<file path="config.mk">
export PLATFORM = sky130hd
export DESIGN_NAME = twiddle_addr_seq
export DESIGN_NICKNAME = d
export VERILOG_FILES = /design/src/rtl/twiddle_addr_seq.sv
export SDC_FILE = /design/constraint.sdc
export NUM_CORES = 1
export LEC_CHECK = 0
export CELL_PAD_IN_SITES_DETAIL_PLACEMENT = 1
export CELL_PAD_IN_SITES_GLOBAL_PLACEMENT = 2
export CORE_AREA = 10 10 133 135
export DETAILED_ROUTE_END_ITERATION = 10
export DIE_AREA = 0 0 143 145
export GPL_TIMING_DRIVEN = 0
export PLACE_DENSITY = 0.87
export SLEW_MARGIN = 20
export SYNTH_ARGS = -nofsm -noshare
export SYNTH_HDL_FRONTEND = slang
export SYNTH_SLANG_ARGS = --single-unit
</file>
<file path="constraint.sdc">
create_clock -name clk -period 2.65 [get_ports clk]
set_input_delay 0.53 -clock clk [delete_from_list [all_inputs] [get_ports clk]]
set_output_delay 0.53 -clock clk [all_outputs]
set_load 0.005 [all_outputs]
</file>
<file path="src/rtl/twiddle_addr_seq.sv">
// Twiddle-factor address sequencer: issues (r*c*stride) mod N for an R x C
// loop nest using only adds and conditional subtracts, with valid/ready output.
module twiddle_addr_seq #(
    parameter int unsigned N      = 108,
    parameter int unsigned ADDR_W = 11,
    parameter int unsigned TW_LAT = 0
) (
    input  logic              clk,
    input  logic              rst_n,
    input  logic              start,
    input  logic [ADDR_W-1:0] stride,
    input  logic [7:0]        rows,
    input  logic [7:0]        cols,
    input  logic              out_ready,
    output logic [ADDR_W-1:0] addr,
    output logic              addr_valid,
    output logic              tw_valid,
    output logic              busy,
    output logic              done,
    output logic              err
);

    localparam int unsigned SUM_W = ADDR_W + 1;
    localparam logic [SUM_W-1:0] N_S = SUM_W'(N);

    typedef enum logic [1:0] {
        IDLE  = 2'd0,
        RUN   = 2'd1,
        DRAIN = 2'd2
    } state_t;

    state_t            state_q, state_d;
    logic [ADDR_W-1:0] stride_q, stride_d;
    logic [7:0]        rows_q, rows_d;
    logic [7:0]        cols_q, cols_d;
    logic [7:0]        r_q, r_d;
    logic [7:0]        c_q, c_d;
    logic [ADDR_W-1:0] row_step_q, row_step_d;
    logic [ADDR_W-1:0] acc_q, acc_d;
    logic              addr_valid_q, addr_valid_d;
    logic              busy_q, busy_d;
    logic              err_q, err_d;

    logic              hs;
    logic              last_col;
    logic              last;
    logic              legal;

    // (a + b) mod N for a, b < N: one widened add and one conditional subtract
    function automatic logic [ADDR_W-1:0] mod_add(input logic [ADDR_W-1:0] a,
                                                  input logic [ADDR_W-1:0] b);
        logic [SUM_W-1:0] s;
        s = {1'b0, a} + {1'b0, b};
        if (s >= N_S) begin
            s = s - N_S;
        end
        return s[ADDR_W-1:0];
    endfunction

    assign hs       = addr_valid_q & out_ready;
    assign last_col = (c_q == 8'(cols_q - 8'd1));
    assign last     = last_col && (r_q == 8'(rows_q - 8'd1));
    assign legal    = ({1'b0, stride} < N_S) && (rows != 8'd0) && (cols != 8'd0);

    // State and datapath registers
    always_ff @(posedge clk or negedge rst_n) begin
        if (!rst_n) begin
            state_q      <= IDLE;
            stride_q     <= '0;
            rows_q       <= '0;
            cols_q       <= '0;
            r_q          <= '0;
            c_q          <= '0;
            row_step_q   <= '0;
            acc_q        <= '0;
            addr_valid_q <= 1'b0;
            busy_q       <= 1'b0;
            err_q        <= 1'b0;
        end else begin
            state_q      <= state_d;
            stride_q     <= stride_d;
            rows_q       <= rows_d;
            cols_q       <= cols_d;
            r_q          <= r_d;
            c_q          <= c_d;
            row_step_q   <= row_step_d;
            acc_q        <= acc_d;
            addr_valid_q <= addr_valid_d;
            busy_q       <= busy_d;
            err_q        <= err_d;
        end
    end

    // Next-state, loop counters and incremental address update
    always_comb begin
        state_d    = state_q;
        stride_d   = stride_q;
        rows_d     = rows_q;
        cols_d     = cols_q;
        r_d        = r_q;
        c_d        = c_q;
        row_step_d = row_step_q;
        acc_d      = acc_q;
        err_d      = 1'b0;

        case (state_q)
            IDLE: begin
                if (start) begin
                    if (legal) begin
                        stride_d   = stride;
                        rows_d     = rows;
                        cols_d     = cols;
                        r_d        = '0;
                        c_d        = '0;
                        row_step_d = '0;
                        acc_d      = '0;
                        state_d    = RUN;
                    end else begin
                        err_d = 1'b1;
                    end
                end
            end
            RUN: begin
                if (hs) begin
                    if (last) begin
                        state_d = (TW_LAT == 0) ? IDLE : DRAIN;
                    end else if (last_col) begin
                        c_d        = '0;
                        r_d        = 8'(r_q + 8'd1);
                        row_step_d = mod_add(row_step_q, stride_q);
                        acc_d      = '0;
                    end else begin
                        c_d   = 8'(c_q + 8'd1);
                        acc_d = mod_add(acc_q, row_step_q);
                    end
                end
            end
            DRAIN: begin
                state_d = IDLE;
            end
            default: begin
                state_d = IDLE;
            end
        endcase

        addr_valid_d = (state_d == RUN);
        busy_d       = (state_d != IDLE);
    end

    assign addr       = acc_q;
    assign addr_valid = addr_valid_q;
    assign busy       = busy_q;
    assign err        = err_q;

    // Table-read valid tracks the handshake through the table latency
    if (TW_LAT == 0) begin : g_lat0
        assign tw_valid = hs;
        assign done     = hs & last;
    end else begin : g_lat1
        logic tw_q;
        always_ff @(posedge clk or negedge rst_n) begin
            if (!rst_n) begin
                tw_q <= 1'b0;
            end else begin
                tw_q <= hs;
            end
        end
        assign tw_valid = tw_q;
        assign done     = tw_q & (state_q == DRAIN);
    end

endmodule

</file>
==> flow_summary.json <==
{
  "end_kind": "register",
  "routed-wl-met2_um": 8380,
  "nets": 700,
  "synthFlopType": "dfrtp_1",
  "cts_tree": "built",
  "grt_max_degree": 51,
  "multi_input_area_um2": 3610,
  "dpl_worst_slack_ns": -0.737,
  "dr.max_layer_used": "met4",
  "p_leak_nw": 3.05,
  "numCtsBuffers": 9,
  "cp-start-kind": "register",
  "period_share_pct": 114,
  "synth_top_area_share_pct": 35.9,
  "slew_viol_final": 0,
  "clock_latency_ns": 0.34,
  "io_buffers": 46,
  "avgSynthCellArea_um2": 9.54,
  "cts-root-buf": "clkbuf_16",
  "num_io_pins": 47,
  "holdCritPathClass": "in2async",
  "r2r_cells": 11,
  "place.gp.congestion": 0.796,
  "clock.fmax_mhz": 330,
  "hpwl_um": 10600,
  "antenna_found_initial": 0,
  "drtIter0Drc": 333,
  "row_count": 45,
  "die_w_um": 143,
  "ys_seq_area_share_pct": 35.9,
  "diodes": 0,
  "grtUsageTotal_pct": 15.0,
  "ir_drop_v": 0.000298,
  "worstPathRequired_ns": 2.92,
  "regArea_um2": 1760,
  "stdcell_count": 832,
  "reg2reg_slack_ns": -0.38,
  "p_total_mw": 3.23,
  "crit_path_end": "row_step_q[4]$_DFFE_PN0P_",
  "critPathKind": "reg2reg",
  "layout-drive-gt1-share_pct": 35.1,
  "clockBufferDepth": 2,
  "setup_tns_ns": -4.70,
  "clkSinkCount": 70,
  "startpoint": "row_step_q[1]$_DFFE_PN0P_",
  "die_h_um": 145,
  "start_util_pct": 32.5,
  "placed_area_um2": 5660,
  "rsz0062_at_grt": "true",
  "gr-total-overflow": 0,
  "avgRoutedWirePerCell_um": 19.7,
  "vias": 4624,
  "wl_met3_um": 460,
  "critPathArrivalTime_ns": 3.30,
  "synth_top_area_cell": "dfrtp_1",
  "area_growth_pct": 46.0,
  "syn-num-nets": 573,
  "grt_pass1_vias": 4953,
  "maxCapViolations": 0,
  "setup_violations": 32,
  "nFillCells": 1636,
  "worstMarginPinSlew_ns": 0.548,
  "wl_met1_um": 7250,
  "violations": "setup timing",
  "drc": 0,
  "synth.cell_area_um2": 4880,
  "wl_um": 16400,
  "htreeDepth": 3,
  "ys_types": 81,
  "finClkSkew_ns": 0.0106,
  "status": "finished with violations",
  "dp_cells": 747,
  "synth_area_leaders": "dfrtp_1, ha_1, xnor2_1",
  "finalHoldViolCount": 0,
  "clkTransAtPathRegs_ns": 0.06,
  "grt_pass1_wl_um": 25700,
  "layout_min_cycle_time_ns": 3.03,
  "vias_per_cell": 5.56,
  "power_density_nw_per_um2": 452,
  "synth_edf_count": 0,
  "antenna_left": 0,
  "drt-pass1-iter-count": 4,
  "reg2reg_to": "row_step_q[4]$_DFFE_PN0P_",
  "yosysWarnings": 0,
  "relSlewSlack_pct": 63.3,
  "setup_ws_ns": -0.384,
  "syn_inst": 512,
  "critical_path.max_fanout": 6,
  "dieArea_um2": 20700,
  "design_area_um2": 7130,
  "synth_seq_cells": 70,
  "postSynth.asyncResetShare_pct": 100,
  "core_area_um2": 15000,
  "r2r_start": "row_step_q[1]$_DFFE_PN0P_",
  "hold_buffers": 0
}
-- worst min-delay path by stage --
stage / slack [ns] / cells after the start / startpoint / endpoint
after floorplan: 0.23 / 0 / rst_n / addr[0]$_DFFE_PN0P_
final: 0.09 / 1 / rst_n / c_q[6]$_DFFE_PN0P_
after global placement: 0.49 / 1 / stride_q[10]$_DFFE_PN0P_ / stride_q[10]$_DFFE_PN0P_
after detailed placement: 0.45 / 1 / rst_n / c_q[7]$_DFFE_PN0P_
after CTS: 0.08 / 1 / rst_n / c_q[6]$_DFFE_PN0P_
after global routing: 0.1 / 1 / rst_n / c_q[6]$_DFFE_PN0P_
-- power breakdown --
part	internal [mW]	total, mW	switching [mW]
clock	0.732	1.23	0.497
sequential	1.15	1.23	0.0879
combinational	0.397	0.763	0.366
total	2.28	3.23	0.951
-- routing by layer --
layer / global-route usage (%) / vias up
met1: 18.7 / 2361
met2: 25.1 / 70
met3: 2.25 / 20
met4: 6.14 / 0
met5: 0 / -
li1: - / 2173
-- per-stage QoR --
stage / utilization, % / hold WS, ns
finish: 47.4 / 0.0851
global route: 47.4 / 0.0964
CTS: 44.6 / 0.0785
detailed placement: 37.7 / 0.447
global placement: 37.5 / 0.492
floorplan: - / 0.234
-- timing repair --
item | 4_1_cts | 5_1_grt
cloned | 2 | 0
endpoints found under the setup margin | 63 | 39
pin swaps | 44 | 34
resized for setup | 81 | 56
buffers inserted | 47 | 21
-- registers in the layout (all words and copies together), names as in the netlist --
signal and cells:
busy 1, addr 11, err 1, row_step_q 11, c_q 8, stride_q 11
r_q 8, rows_q 8, addr_valid 1, state_q 2, cols_q 8
-- cell type report --
cell class                      count  share of cell area [%]
Buffer                             15                    1.42
Tap cell                          188                    3.30
Clock buffer                       11                    3.26
Multi-Input combinational cell    408                    50.6
Clock inverter                      5                   0.842
Sequential cell                    70                    24.6
Inverter                           18                   0.965
Timing Repair Buffer              117                    15.0
-- kinds of logic (layout without fill, tap and decap cells) --
logic type	count (synthesis)	count (layout)	share of synthesized area, %
xor+xnor	45	45	8.51
mux	21	21	4.74
flops	70	70	35.9
compound gates	138	138	20.3
buf+inv	34	166	3.18
other cells	1	1	0.0768
simple gates	172	172	19.1
fa+ha+maj	31	31	8.20
-- placed cells by master (no fill, tap or decap), types with 5 or more instances in the layout --
cell             instances
dfrtp_1                 65
buf_4                   59
clkdlybuf4s50_1         44
nand2_1                 40
xnor2_1                 27
nor2_1                  23
nand3_1                 20
ha_1                    19
mux2_2                  17
o21ai_1                 16
inv_1                   15
buf_6                   13
o21ai_0                 13
a21oi_2                 10
a21oi_1                 10
a21o_1                   9
clkbuf_16                9
xor2_1                   8
nor3_1                   8
clkbuf_1                 7
nand4_1                  7
buf_2                    6
o211ai_1                 6
nor2b_1                  6
a32oi_1                  6
ha_2                     6
o21a_1                   5
xnor2_2                  5
nand2_2                  5
nor4_1                   5
and3_1                   5
dfrtp_2                  5
-- worst max-delay path, cell delays in order, from the launching register on --
cell and delay [ns]:
dfrtp_2 0.47, buf_4 0.17, fa_2 0.36, a211o_4 0.36
buf_6 0.13, o21ai_4 0.05, xnor2_2 0.11, o211ai_1 0.36
nand4_1 0.32, a21boi_0 0.32, o21ai_1 0.14, o21ai_1 0.15
-- synth_stat cells, drive strengths merged, types with 6 or more instances --
cell type / n
xnor2: 33
and3: 7
nor4: 9
ha: 28
a21oi: 23
o211ai: 6
xor2: 11
a32oi: 8
mux2: 17
inv: 17
dfrtp: 70
o21ai: 34
or4: 7
nor2b: 6
nand2: 46
nor3: 12
buf: 9
nand4: 7
nand3: 21
nor2: 29
o21a: 6
a21o: 9
o31ai: 7
clkbuf: 7
nor3b: 6
No activity file was read; power rests on OpenSTA's default activity.
